### config.mk
export PLATFORM = sky130hd
export DESIGN_NAME = decode_stage
export DESIGN_NICKNAME = d
export VERILOG_FILES = /design/src/rtl/rapid_pkg.sv /design/src/rtl/decode_fifo.sv /design/src/rtl/decode_stage.sv
export SDC_FILE = /design/constraint.sdc
export NUM_CORES = 1
export LEC_CHECK = 0
export BUFFER_PORTS_ARGS = -buffer_cell sky130_fd_sc_hd__buf_2
export CAP_MARGIN = 20
export CORE_ASPECT_RATIO = 0.5
export CORE_MARGIN = 2
export CORE_UTILIZATION = 40
export DETAILED_ROUTE_END_ITERATION = 8
export SLEW_MARGIN = 20
export SYNTH_ARGS = -nofsm -noshare
export SYNTH_HDL_FRONTEND = slang
export SYNTH_HIERARCHICAL = 1
export SYNTH_SLANG_ARGS = --single-unit
### constraint.sdc
create_clock -name i_clk -period 6.53 [get_ports i_clk]
set_clock_uncertainty 0.15 [all_clocks]
set_input_delay 0 -clock i_clk [delete_from_list [all_inputs] [get_ports i_clk]]
set_output_delay 0 -clock i_clk [all_outputs]
set_load 0.05 [all_outputs]
### src/rtl/rapid_pkg.sv
// Shared RAPID core types: decoded control word, opcode constants and immediate formats.
package rapid_pkg;

    localparam logic [6:0] OPC_LUI      = 7'b0110111;
    localparam logic [6:0] OPC_AUIPC    = 7'b0010111;
    localparam logic [6:0] OPC_JAL      = 7'b1101111;
    localparam logic [6:0] OPC_JALR     = 7'b1100111;
    localparam logic [6:0] OPC_BRANCH   = 7'b1100011;
    localparam logic [6:0] OPC_LOAD     = 7'b0000011;
    localparam logic [6:0] OPC_STORE    = 7'b0100011;
    localparam logic [6:0] OPC_OP_IMM   = 7'b0010011;
    localparam logic [6:0] OPC_OP       = 7'b0110011;
    localparam logic [6:0] OPC_MISC_MEM = 7'b0001111;

    localparam logic [6:0] F7_BASE = 7'b0000000;
    localparam logic [6:0] F7_ALT  = 7'b0100000;
    localparam logic [6:0] F7_MULDIV = 7'b0000001;

    typedef enum logic [2:0] {
        IMM_I,
        IMM_S,
        IMM_B,
        IMM_U,
        IMM_J,
        IMM_NONE
    } imm_fmt_e;

    typedef struct packed {
        logic       load_upper_imm;
        logic       uncond_branch;
        logic       cond_branch;
        logic       mem;
        logic       alu_imm;
        logic       alu_reg;
        logic       iop;
        logic       mul;
        logic [2:0] fcs_opcode;
        logic [4:0] rs1;
        logic [4:0] rs2;
        logic [4:0] rd;
        logic       rs1_out;
        logic       rs2_out;
        logic       rd_we;
        logic       illegal;
    } control_s;

    // 32-bit sign-extended immediate for the given encoding format.
    function automatic logic [31:0] imm32(input logic [31:0] inst, input imm_fmt_e fmt);
        logic [31:0] imm;
        imm = '0;
        case (fmt)
            IMM_I: imm = {{20{inst[31]}}, inst[31:20]};
            IMM_S: imm = {{20{inst[31]}}, inst[31:25], inst[11:7]};
            IMM_B: imm = {{19{inst[31]}}, inst[31], inst[7], inst[30:25], inst[11:8], 1'b0};
            IMM_U: imm = {inst[31:12], 12'b0};
            IMM_J: imm = {{11{inst[31]}}, inst[31], inst[19:12], inst[20], inst[30:21], 1'b0};
            default: imm = '0;
        endcase
        return imm;
    endfunction

endpackage

### src/rtl/decode_fifo.sv
// Synchronous {instruction, pc} buffer with wrap-around pointers and an occupancy count.
module decode_fifo
    import rapid_pkg::*;
#(
    parameter int unsigned FIFO_DEPTH = 2,
    parameter int unsigned XLEN       = 32
) (
    input  logic                        i_clk,
    input  logic                        i_reset,
    input  logic                        i_clear,
    input  logic                        i_push,
    input  logic [31:0]                 i_instruction,
    input  logic [XLEN-1:0]             i_pc,
    input  logic                        i_pop,
    output logic [31:0]                 o_instruction,
    output logic [XLEN-1:0]             o_pc,
    output logic [$clog2(FIFO_DEPTH):0] o_count
);

    localparam int unsigned PTR_W = (FIFO_DEPTH > 1) ? $clog2(FIFO_DEPTH) : 1;
    localparam int unsigned CNT_W = $clog2(FIFO_DEPTH) + 1;

    logic [31:0]      inst_mem [FIFO_DEPTH];
    logic [XLEN-1:0]  pc_mem   [FIFO_DEPTH];
    logic [PTR_W-1:0] wr_ptr;
    logic [PTR_W-1:0] rd_ptr;

    function automatic logic [PTR_W-1:0] ptr_next(input logic [PTR_W-1:0] ptr);
        return (ptr == PTR_W'(FIFO_DEPTH - 1)) ? '0 : ptr + PTR_W'(1);
    endfunction

    always_ff @(posedge i_clk) begin
        if (i_reset || i_clear) begin
            wr_ptr  <= '0;
            rd_ptr  <= '0;
            o_count <= '0;
        end else begin
            if (i_push) wr_ptr <= ptr_next(wr_ptr);
            if (i_pop)  rd_ptr <= ptr_next(rd_ptr);
            case ({i_push, i_pop})
                2'b10:   o_count <= o_count + CNT_W'(1);
                2'b01:   o_count <= o_count - CNT_W'(1);
                default: o_count <= o_count;
            endcase
        end
    end

    // Storage needs no reset; pointers define which entries are live.
    always_ff @(posedge i_clk) begin
        if (i_push) begin
            inst_mem[wr_ptr] <= i_instruction;
            pc_mem[wr_ptr]   <= i_pc;
        end
    end

    assign o_instruction = inst_mem[rd_ptr];
    assign o_pc          = pc_mem[rd_ptr];

endmodule

### src/rtl/decode_stage.sv
// Elastic RV32I decode stage: input FIFO with empty-bypass feeding a registered decode output.
module decode_stage
    import rapid_pkg::*;
#(
    parameter int unsigned XLEN       = 32,
    parameter int unsigned FIFO_DEPTH = 2,
    parameter bit          EN_M_EXT   = 1'b0
) (
    input  logic                        i_clk,
    input  logic                        i_reset,
    input  logic                        i_valid,
    output logic                        o_ready,
    input  logic [31:0]                 i_instruction,
    input  logic [XLEN-1:0]             i_pc,
    input  logic                        i_flush,
    output logic                        o_valid,
    input  logic                        i_ready,
    output control_s                    o_control_signal,
    output logic [XLEN-1:0]             o_imm,
    output logic [XLEN-1:0]             o_pc,
    output logic                        o_illegal,
    output logic [$clog2(FIFO_DEPTH):0] o_count
);

    localparam int unsigned CNT_W = $clog2(FIFO_DEPTH) + 1;

    typedef struct packed {
        control_s        ctrl;
        logic [XLEN-1:0] imm;
    } decoded_s;

    logic            accept;
    logic            load;
    logic            fifo_empty;
    logic            push;
    logic            pop;
    logic            src_valid;
    logic [31:0]     fifo_inst;
    logic [XLEN-1:0] fifo_pc;
    logic [31:0]     src_inst;
    logic [XLEN-1:0] src_pc;
    decoded_s        dec;

    function automatic decoded_s decode(input logic [31:0] inst);
        decoded_s   d;
        imm_fmt_e   fmt;
        logic       illegal;
        logic [2:0] f3;
        logic [6:0] f7;
        d       = '0;
        fmt     = IMM_NONE;
        illegal = 1'b0;
        f3      = inst[14:12];
        f7      = inst[31:25];
        case (inst[6:0])
            OPC_LUI: begin
                d.ctrl.load_upper_imm = 1'b1;
                d.ctrl.rd             = inst[11:7];
                d.ctrl.rd_we          = 1'b1;
                fmt                   = IMM_U;
            end
            OPC_AUIPC: begin
                d.ctrl.load_upper_imm = 1'b1;
                d.ctrl.iop            = 1'b1;
                d.ctrl.rd             = inst[11:7];
                d.ctrl.rd_we          = 1'b1;
                fmt                   = IMM_U;
            end
            OPC_JAL: begin
                d.ctrl.uncond_branch = 1'b1;
                d.ctrl.iop           = 1'b1;
                d.ctrl.rd            = inst[11:7];
                d.ctrl.rd_we         = 1'b1;
                fmt                  = IMM_J;
            end
            OPC_JALR: begin
                d.ctrl.uncond_branch = 1'b1;
                d.ctrl.fcs_opcode    = f3;
                d.ctrl.rs1           = inst[19:15];
                d.ctrl.rs1_out       = 1'b1;
                d.ctrl.rd            = inst[11:7];
                d.ctrl.rd_we         = 1'b1;
                fmt                  = IMM_I;
                illegal              = (f3 != 3'b000);
            end
            OPC_BRANCH: begin
                d.ctrl.cond_branch = 1'b1;
                d.ctrl.fcs_opcode  = f3;
                d.ctrl.rs1         = inst[19:15];
                d.ctrl.rs2         = inst[24:20];
                d.ctrl.rs1_out     = 1'b1;
                d.ctrl.rs2_out     = 1'b1;
                fmt                = IMM_B;
                illegal            = (f3[2:1] == 2'b01);
            end
            OPC_LOAD: begin
                d.ctrl.mem        = 1'b1;
                d.ctrl.fcs_opcode = f3;
                d.ctrl.rs1        = inst[19:15];
                d.ctrl.rs1_out    = 1'b1;
                d.ctrl.rd         = inst[11:7];
                d.ctrl.rd_we      = 1'b1;
                fmt               = IMM_I;
                illegal           = (f3 == 3'b011) || (f3[2:1] == 2'b11);
            end
            OPC_STORE: begin
                d.ctrl.mem        = 1'b1;
                d.ctrl.iop        = 1'b1;
                d.ctrl.fcs_opcode = f3;
                d.ctrl.rs1        = inst[19:15];
                d.ctrl.rs2        = inst[24:20];
                d.ctrl.rs1_out    = 1'b1;
                d.ctrl.rs2_out    = 1'b1;
                fmt               = IMM_S;
                illegal           = (f3 > 3'b010);
            end
            OPC_OP_IMM: begin
                d.ctrl.alu_imm    = 1'b1;
                d.ctrl.iop        = (f3 == 3'b101) && inst[30];
                d.ctrl.fcs_opcode = f3;
                d.ctrl.rs1        = inst[19:15];
                d.ctrl.rs1_out    = 1'b1;
                d.ctrl.rd         = inst[11:7];
                d.ctrl.rd_we      = 1'b1;
                fmt               = IMM_I;
                // Shift amounts only occupy imm[4:0]; the upper field selects logical/arithmetic.
                if (f3 == 3'b001)      illegal = (f7 != F7_BASE);
                else if (f3 == 3'b101) illegal = (f7 != F7_BASE) && (f7 != F7_ALT);
            end
            OPC_OP: begin
                d.ctrl.alu_reg    = 1'b1;
                d.ctrl.iop        = inst[30];
                d.ctrl.mul        = (f7 == F7_MULDIV);
                d.ctrl.fcs_opcode = f3;
                d.ctrl.rs1        = inst[19:15];
                d.ctrl.rs2        = inst[24:20];
                d.ctrl.rs1_out    = 1'b1;
                d.ctrl.rs2_out    = 1'b1;
                d.ctrl.rd         = inst[11:7];
                d.ctrl.rd_we      = 1'b1;
                if (f7 == F7_BASE)        illegal = 1'b0;
                else if (f7 == F7_ALT)    illegal = (f3 != 3'b000) && (f3 != 3'b101);
                else if (f7 == F7_MULDIV) illegal = !EN_M_EXT;
                else                      illegal = 1'b1;
            end
            OPC_MISC_MEM: begin
                illegal = 1'b0;
            end
            default: begin
                illegal = 1'b1;
            end
        endcase
        if (d.ctrl.rd == 5'd0) d.ctrl.rd_we = 1'b0;
        d.imm = XLEN'($signed(imm32(inst, fmt)));
        if (illegal) begin
            d              = '0;
            d.ctrl.illegal = 1'b1;
        end
        return d;
    endfunction

    assign o_ready = !i_reset && (o_count < CNT_W'(FIFO_DEPTH));

    // Handshake steering: bypass the FIFO only when it is empty and the output can load.
    always_comb begin
        accept     = i_valid && o_ready;
        fifo_empty = (o_count == '0);
        load       = !o_valid || i_ready;
        src_valid  = !fifo_empty || accept;
        pop        = load && !fifo_empty;
        push       = accept && !(load && fifo_empty);
        src_inst   = fifo_empty ? i_instruction : fifo_inst;
        src_pc     = fifo_empty ? i_pc : fifo_pc;
        dec        = decode(src_inst);
    end

    decode_fifo #(
        .FIFO_DEPTH (FIFO_DEPTH),
        .XLEN       (XLEN)
    ) u_fifo (
        .i_clk         (i_clk),
        .i_reset       (i_reset),
        .i_clear       (i_flush),
        .i_push        (push),
        .i_instruction (i_instruction),
        .i_pc          (i_pc),
        .i_pop         (pop),
        .o_instruction (fifo_inst),
        .o_pc          (fifo_pc),
        .o_count       (o_count)
    );

    always_ff @(posedge i_clk) begin
        if (i_reset || i_flush) begin
            o_valid          <= 1'b0;
            o_control_signal <= '0;
            o_imm            <= '0;
            o_pc             <= '0;
            o_illegal        <= 1'b0;
        end else if (load) begin
            o_valid <= src_valid;
            if (src_valid) begin
                o_control_signal <= dec.ctrl;
                o_imm            <= dec.imm;
                o_pc             <= src_pc;
                o_illegal        <= dec.ctrl.illegal;
            end
        end
    end

endmodule

Yosys cells after proc, flatten, opt, wreduce, memory -nomap -nowiden

Memory sizes are Yosys's and may differ from the RTL's. A register that Yosys moved wholly into a read port is not among the register bits.
Index checks and enable logic that the tools add are counted.

Bits in writable memories: 128
Input bits: 69
Flip-flop bits (word level): 99
Memories: 2

Memory list:

| memory          | words | width | read ports | clocked after memory_dff | wr ports | RTL line          | text |
|---|---|---|---|---|---|---|---|
| u_fifo.inst_mem | 2     | 32    | 1          | 1                        | 1        | decode_fifo.sv:23 | `logic [31:0] inst_mem [FIFO_DEPTH];` |
| u_fifo.pc_mem   | 2     | 32    | 1          | 1                        | 1        | decode_fifo.sv:24 | `logic [XLEN-1:0] pc_mem [FIFO_DEPTH];` |

Mux-type cells: 34
Order comparisons: 2
Reduce and logical (&&, ||, !) cells: 33
Equal/unequal tests: 25
$add $sub $neg: 4

Operators by type and width:

| operator             | number |
|---|---|
| $pmux W32 S5         | 1 |
| $mux W32             | 2 |
| $mux W62             | 1 |
| $eq A7 B6 Y1 const B | 4 |
| $mux W1              | 23 |
| $eq A7 B7 Y1 const B | 3 |
| $pmux W3 S5          | 1 |
| $eq A7 B5 Y1 const B | 2 |
| $mux W5              | 2 |
| $eq A3 B2 Y1 const B | 3 |
| $reduce_or A3 Y1     | 3 |
| $logic_and A1 B1 Y1  | 8 |
| $mux W8              | 1 |
| $eq A7 B1 Y1 const B | 1 |
| $eq A7 B2 Y1 const B | 1 |
| $eq A7 B4 Y1 const B | 1 |
| $logic_not A7 Y1     | 1 |
| $ne A7 B6 Y1 const B | 1 |
| $pmux W1 S7          | 1 |
| $reduce_bool A7 Y1   | 1 |
| $reduce_or A7 Y1     | 1 |
| $eq A3 B1 Y1 const B | 2 |
| $eq A3 B3 Y1 const B | 2 |
| $reduce_or A2 Y1     | 3 |
| other kinds (20)     | 29 |

Longest topological paths before layout

Depth in word-level cells: 8
Gate-level depth with buffers: 12

By module

Netlist, hierarchy kept.

Modules (own cells, without submodules):

| module       | cells each | times used | area each (µm²) | seq. area each (µm²) |
|---|---|---|---|---|
| decode_fifo  | 219        | 1          | 4,799.6         | 3,943.8 |
| decode_stage | 587        | 1          | 4,737.0         | 1,901.8 |

Worst setup path before layout

No wires, ideal clock.

Path kind: register -> register
From: reg u_fifo.o_count[0]
To: mem u_fifo.inst_mem[0][0], enable pin
Slack: 1.256 ns
Required time: 5.894 ns
Library setup time: 0.486 ns
Data arrival time: 4.638 ns
Period minus slack after synthesis: 5.274 ns
Stages on the path, launching flop included: 8
Cells stage by stage: dfxtp_1 nor2_2 buf_2 buf_1 clkbuf_1 a21oi_1 inv_1 nor2_1

Word-level cells in the longest chain between the ends: 6

RTL lines:

| item                                                           | RTL line                                 | text |
|---|---|---|
| from (decl)                                                    | decode_fifo.sv:17                        | `output logic [$clog2(FIFO_DEPTH):0] o_count` |
| from (signal assigned)                                         | decode_fifo.sv:41                        | `2'b10: o_count <= o_count + CNT_W'(1);` |
| from (signal assigned)                                         | decode_fifo.sv:42                        | `2'b01: o_count <= o_count - CNT_W'(1);` |
| from (signal assigned)                                         | decode_fifo.sv:43                        | `default: o_count <= o_count;` |
| $lt A2 B2 Y1 / $logic_not A2 Y1 (equally long branches)        | decode_stage.sv:162, decode_stage.sv:167 |  |
| $logic_and A1 B1 Y1, on equally long branches                  | decode_stage.sv:162, decode_stage.sv:171 |  |
| $logic_and A1 B1 Y1 / $logic_not A1 Y1 (equally long branches) | decode_stage.sv:166, decode_stage.sv:171 |  |
| $logic_and A1 B1 Y1 *                                          | decode_stage.sv:171                      | `push = accept && !(load && fifo_empty);` |
| via push                                                       | decode_stage.sv:35                       | `logic push;` |
| $mux W1 *                                                      | decode_fifo.sv:50                        | `if (i_push) begin` |
| $mux W1 (not written as such) *                                | decode_fifo.sv:51                        | `inst_mem[wr_ptr] <= i_instruction;` |
| to (decl)                                                      | decode_fifo.sv:23                        |  |

Mark *: on every way through the listed nets, which the timed path passes. The rest lies on a longest branch.

==> impl_metrics.py <==
metrics = {
    "run_status": {
        "status": "complete, no violations",
    },
    "logic_synthesis": {
        "ys_async_sr_fraction": 0,
        "syn_nets": 876,
        "ys_ff_latch": 228,
        "syn_area_per_cell_um2": 11.83,
        "yosysWarnings": 6,
        "syn-cell-area_um2": 9537,
        "synth_ff_type": "edfxtp_1",
        "synth_edf_count": 128,
        "seq_area_frac_synth": 0.6130,
        "synth_cells": 806,
        "synth.distinct_cells": 62,
    },
    "grt": {
        "antenna_found_initial": 0,
        "grt_max_degree": 67,
        "grt_pass1_vias": 7071,
        "grt-ovfl-total": 0,
        "grt_pass1_wl_um": 39740,
        "grt_use_total": 0.1980,
    },
    "floorplanning": {
        "fp.dieH_um": 113.2,
        "rows": 39,
        "initial_core_util": 0.4123,
        "die_area_um2": 25170,
        "ios": 168,
        "die_w_um": 222.4,
        "core_area_um2": 23130,
    },
    "worst_setup_path": {
        "cp_data_arrival_time_ns": 4.90,
        "path_class": "flop to flop",
        "crit_chain": "buf_4, mux2_2, a31oi_1, nor3_1, a31o_1, a21oi_4, nand3_1, o31ai_1",
        "startpoint_type": "flop",
        "cp_max_fo": 29,
        "slowest_delay_ns": 0.85,
        "endpoint_kind": "flop",
        "worst-path-buf-inv": 1,
        "required_ns": 6.77,
        "reg2reg_slack_ns": 1.88,
        "path_delay_family": "compound AO/OA/AOI/OAI gates",
        "crit_slowest_cell": "dfxtp_2",
    },
    "run": {
        "drv_cap": 0,
    },
    "pwr": {
        "p_int_mw": 2.443,
        "seqPwrFrac": 0.488,
        "combPwrFrac": 0.066,
        "power.total_mw": 3.131,
        "vdd_drop_max_uv": 136.2,
        "clkPwrFrac": 0.446,
        "switching_share": 0.2197,
        "p_sw_uw": 687.9,
        "p_leak_nw": 4.683,
        "power_density_nw_per_um2": 258.6,
    },
    "drt": {
        "vias_per_cell": 5.325,
        "routed_wl_um": 25170,
        "drc_errors": 0,
        "drtAntennaViolNets": 0,
        "vias": 7183,
        "drt_iter0_markers": 719,
        "drt_first_pass_iters": 6,
        "wl_per_cell_um": 18.65,
    },
    "sta": {
        "worst_slew_pin_slew_ns": 1.023,
        "setup_violations": 0,
        "final_max_slew_viol_count": 0,
        "min_period_over_period": 0.7125,
        "clock.fmax_mhz": 214.9,
        "maxSlewHeadroom": 0.3164,
        "period_minus_slack_ns": 4.653,
        "fin_setup_tns_ns": 0,
        "hold_viol": 0,
        "rsz0062_at_grt": "false",
        "finalWorstSetupSlack_ns": 1.877,
    },
    "place": {
        "port-buffer-count": 167,
        "dp_hpwl_um": 16570,
        "dp_slack_ns": 1.891,
        "place_inst": 1239,
        "gp_congestion": 0.8716,
    },
    "clock_tree": {
        "ctsRootBufferMaster": "clkbuf_16",
        "clock_path_buffers": 3,
        "clock-sinks": 228,
        "cts_setup_buffers": 0,
        "cts_max_level": 1,
        "cts_resized": 0,
        "cts_tree": "built",
        "clk_latency_ns": 0.51,
        "cts_made_buffers": 22,
        "clk_pin_slew_ns": 0.07,
        "cts_hold_buf": 70,
    },
    "cells_and_area": {
        "diodes": 0,
        "fillCellCount": 2055,
        "fin_util": 0.5235,
        "fin_nets": 1096,
        "drive_gt1_frac": 0.3013,
        "fin_cells": 1349,
        "area_delta_synth_final_pct": 26.96,
    },
    "worst_hold_path": {
        "hp-class": "primary input to flop",
    },
}
sequential cells by signal, indices dropped and copies added, names as in the netlist, named ones only:
signal	flops
o_pc	32
o_imm	32
u_fifo/wr_ptr	1
u_fifo/rd_ptr	1
u_fifo/inst_mem	64
u_fifo/pc_mem	64
o_control_signal	29
o_illegal	1
u_fifo/o_count	2
o_valid	1
power by group through the flow:
stage	clock network [mW]	registers [mW]	logic, mW
final	1.40	1.53	0.206
after detailed placement	0	1.56	0.174
after floorplan	0	1.59	0.0757
after global placement	0	1.56	0.172
after global routing	1.48	1.53	0.224
after CTS	1.42	1.53	0.206
cell usage after synthesis, types with 2 or more instances:
| library cell | number | area share |
|---|---|---|
| buf_1 | 8 | 0.0031 |
| a21oi_1 | 22 | 0.012 |
| inv_1 | 13 | 0.0051 |
| o21ai_0 | 8 | 0.0042 |
| or3_1 | 3 | 0.0020 |
| nand2_1 | 139 | 0.055 |
| clkbuf_1 | 25 | 0.0098 |
| mux2i_1 | 23 | 0.024 |
| mux2_2 | 64 | 0.076 |
| xor2_1 | 3 | 0.0028 |
| nor3_1 | 15 | 0.0079 |
| nand3_1 | 4 | 0.0021 |
| nor4b_1 | 4 | 0.0037 |
| xnor2_1 | 3 | 0.0028 |
| o32a_1 | 2 | 0.0021 |
| nand3_2 | 2 | 0.0021 |
| and3_1 | 2 | 0.0013 |
| a211oi_1 | 2 | 0.0016 |
| a31oi_1 | 10 | 0.0066 |
| buf_2 | 12 | 0.0063 |
| o21ai_2 | 20 | 0.018 |
| nand2b_1 | 3 | 0.0020 |
| buf_4 | 3 | 0.0024 |
| buf_6 | 4 | 0.0047 |
| and2_1 | 3 | 0.0020 |
| o21ai_1 | 13 | 0.0068 |
| nor3b_1 | 2 | 0.0016 |
| o31ai_1 | 20 | 0.016 |
| o21a_1 | 9 | 0.0071 |
| o22a_1 | 5 | 0.0046 |
| edfxtp_1 | 128 | 0.40 |
| a32o_1 | 6 | 0.0063 |
| nor2b_1 | 2 | 0.0013 |
| nor2_1 | 55 | 0.022 |
| dfxtp_1 | 100 | 0.21 |
| nor4_1 | 6 | 0.0039 |
| a311oi_1 | 32 | 0.029 |
| or4_1 | 3 | 0.0024 |
| o22ai_1 | 2 | 0.0013 |
| a32oi_1 | 4 | 0.0037 |
logic make-up after synthesis:
family | synth area share
buf+inv | 0.03149
xor+xnor | 0.005511
compound gates | 0.1328
flops | 0.6130
simple gates | 0.1147
fa+ha+maj | 0.001312
mux | 0.1013
path summary, 6_finish.rpt:
kind,start,end,cells after the start
max,flop,o_control_signal[21]$_SDFFE_PP0P_,8
min,i_pc[23],u_fifo/pc_mem[1][23]$_DFFE_PP_,2
max reg2reg,flop,o_control_signal[21]$_SDFFE_PP0P_,8
min reg2reg,o_imm[29]$_SDFFE_PP0P_,o_imm[29]$_SDFFE_PP0P_,2
worst register-to-register path, stage by stage (launching register included):
cell and delay, ns:
dfxtp_2 0.85, buf_4 0.40, mux2_2 0.41, a31oi_1 0.70, nor3_1 0.27, a31o_1 0.27
a21oi_4 0.23, nand3_1 0.74, o31ai_1 0.53
per-stage QoR:
stage	hold slack, ns	instance area [um^2]
after CTS	0.06031	12110
after global routing	0.07977	12110
after floorplan	-0.07724	9537
final	0.08311	12110
after global placement	0.05496	10620
after detailed placement	0.06168	10620
layout make-up:
class	count	area, um^2	share of cell area
Clock buffer	31	636.9	0.05260
Inverter	13	48.80	0.004030
Sequential cell	228	5847	0.4829
Clock inverter	9	151.4	0.01250
Tap cell	307	384.1	0.03172
Timing Repair Buffer	248	1619	0.1337
Multi-Input combinational cell	513	3421	0.2825
placed cells by master (no fill, tap or decap), types with 3 or more instances in the layout:
cell,synthesis,routed
xor2_1,3,3
clkbuf_16,0,24
clkbuf_1,25,6
o21ai_0,8,8
buf_2,12,167
mux2i_1,23,23
o21ai_1,13,13
a32oi_1,4,4
a311oi_1,32,32
inv_1,13,13
o31ai_1,20,20
clkinv_2,0,3
nor4_1,6,6
edfxtp_1,128,128
a31oi_1,10,10
nor2_1,55,52
buf_4,3,11
dlygate4sd3_1,0,70
xnor2_1,3,3
o21a_1,9,9
a32o_1,6,6
or3_1,3,3
or4_1,3,3
dfxtp_1,100,99
o22a_1,5,5
o21ai_2,20,20
nand3_1,4,4
nor4b_1,4,4
nor3_1,15,15
mux2_2,64,64
nand2b_1,3,3
bufinv_16,0,4
nor2_4,0,4
a21oi_1,22,22
nand2_1,139,139
metal layers:
| layer | global-route usage | vias to the layer above | share of wire |
|---|---|---|---|
| li1 | - | 3429 | - |
| met1 | 0.2703 | 3518 | 0.46 |
| met2 | 0.3358 | 192 | 0.48 |
| met3 | 0.02986 | 44 | 0.047 |
| met4 | 0.04519 | 0 | 0.019 |
| met5 | 0 | - | 0 |
Power figures use the tool's default switching activity.
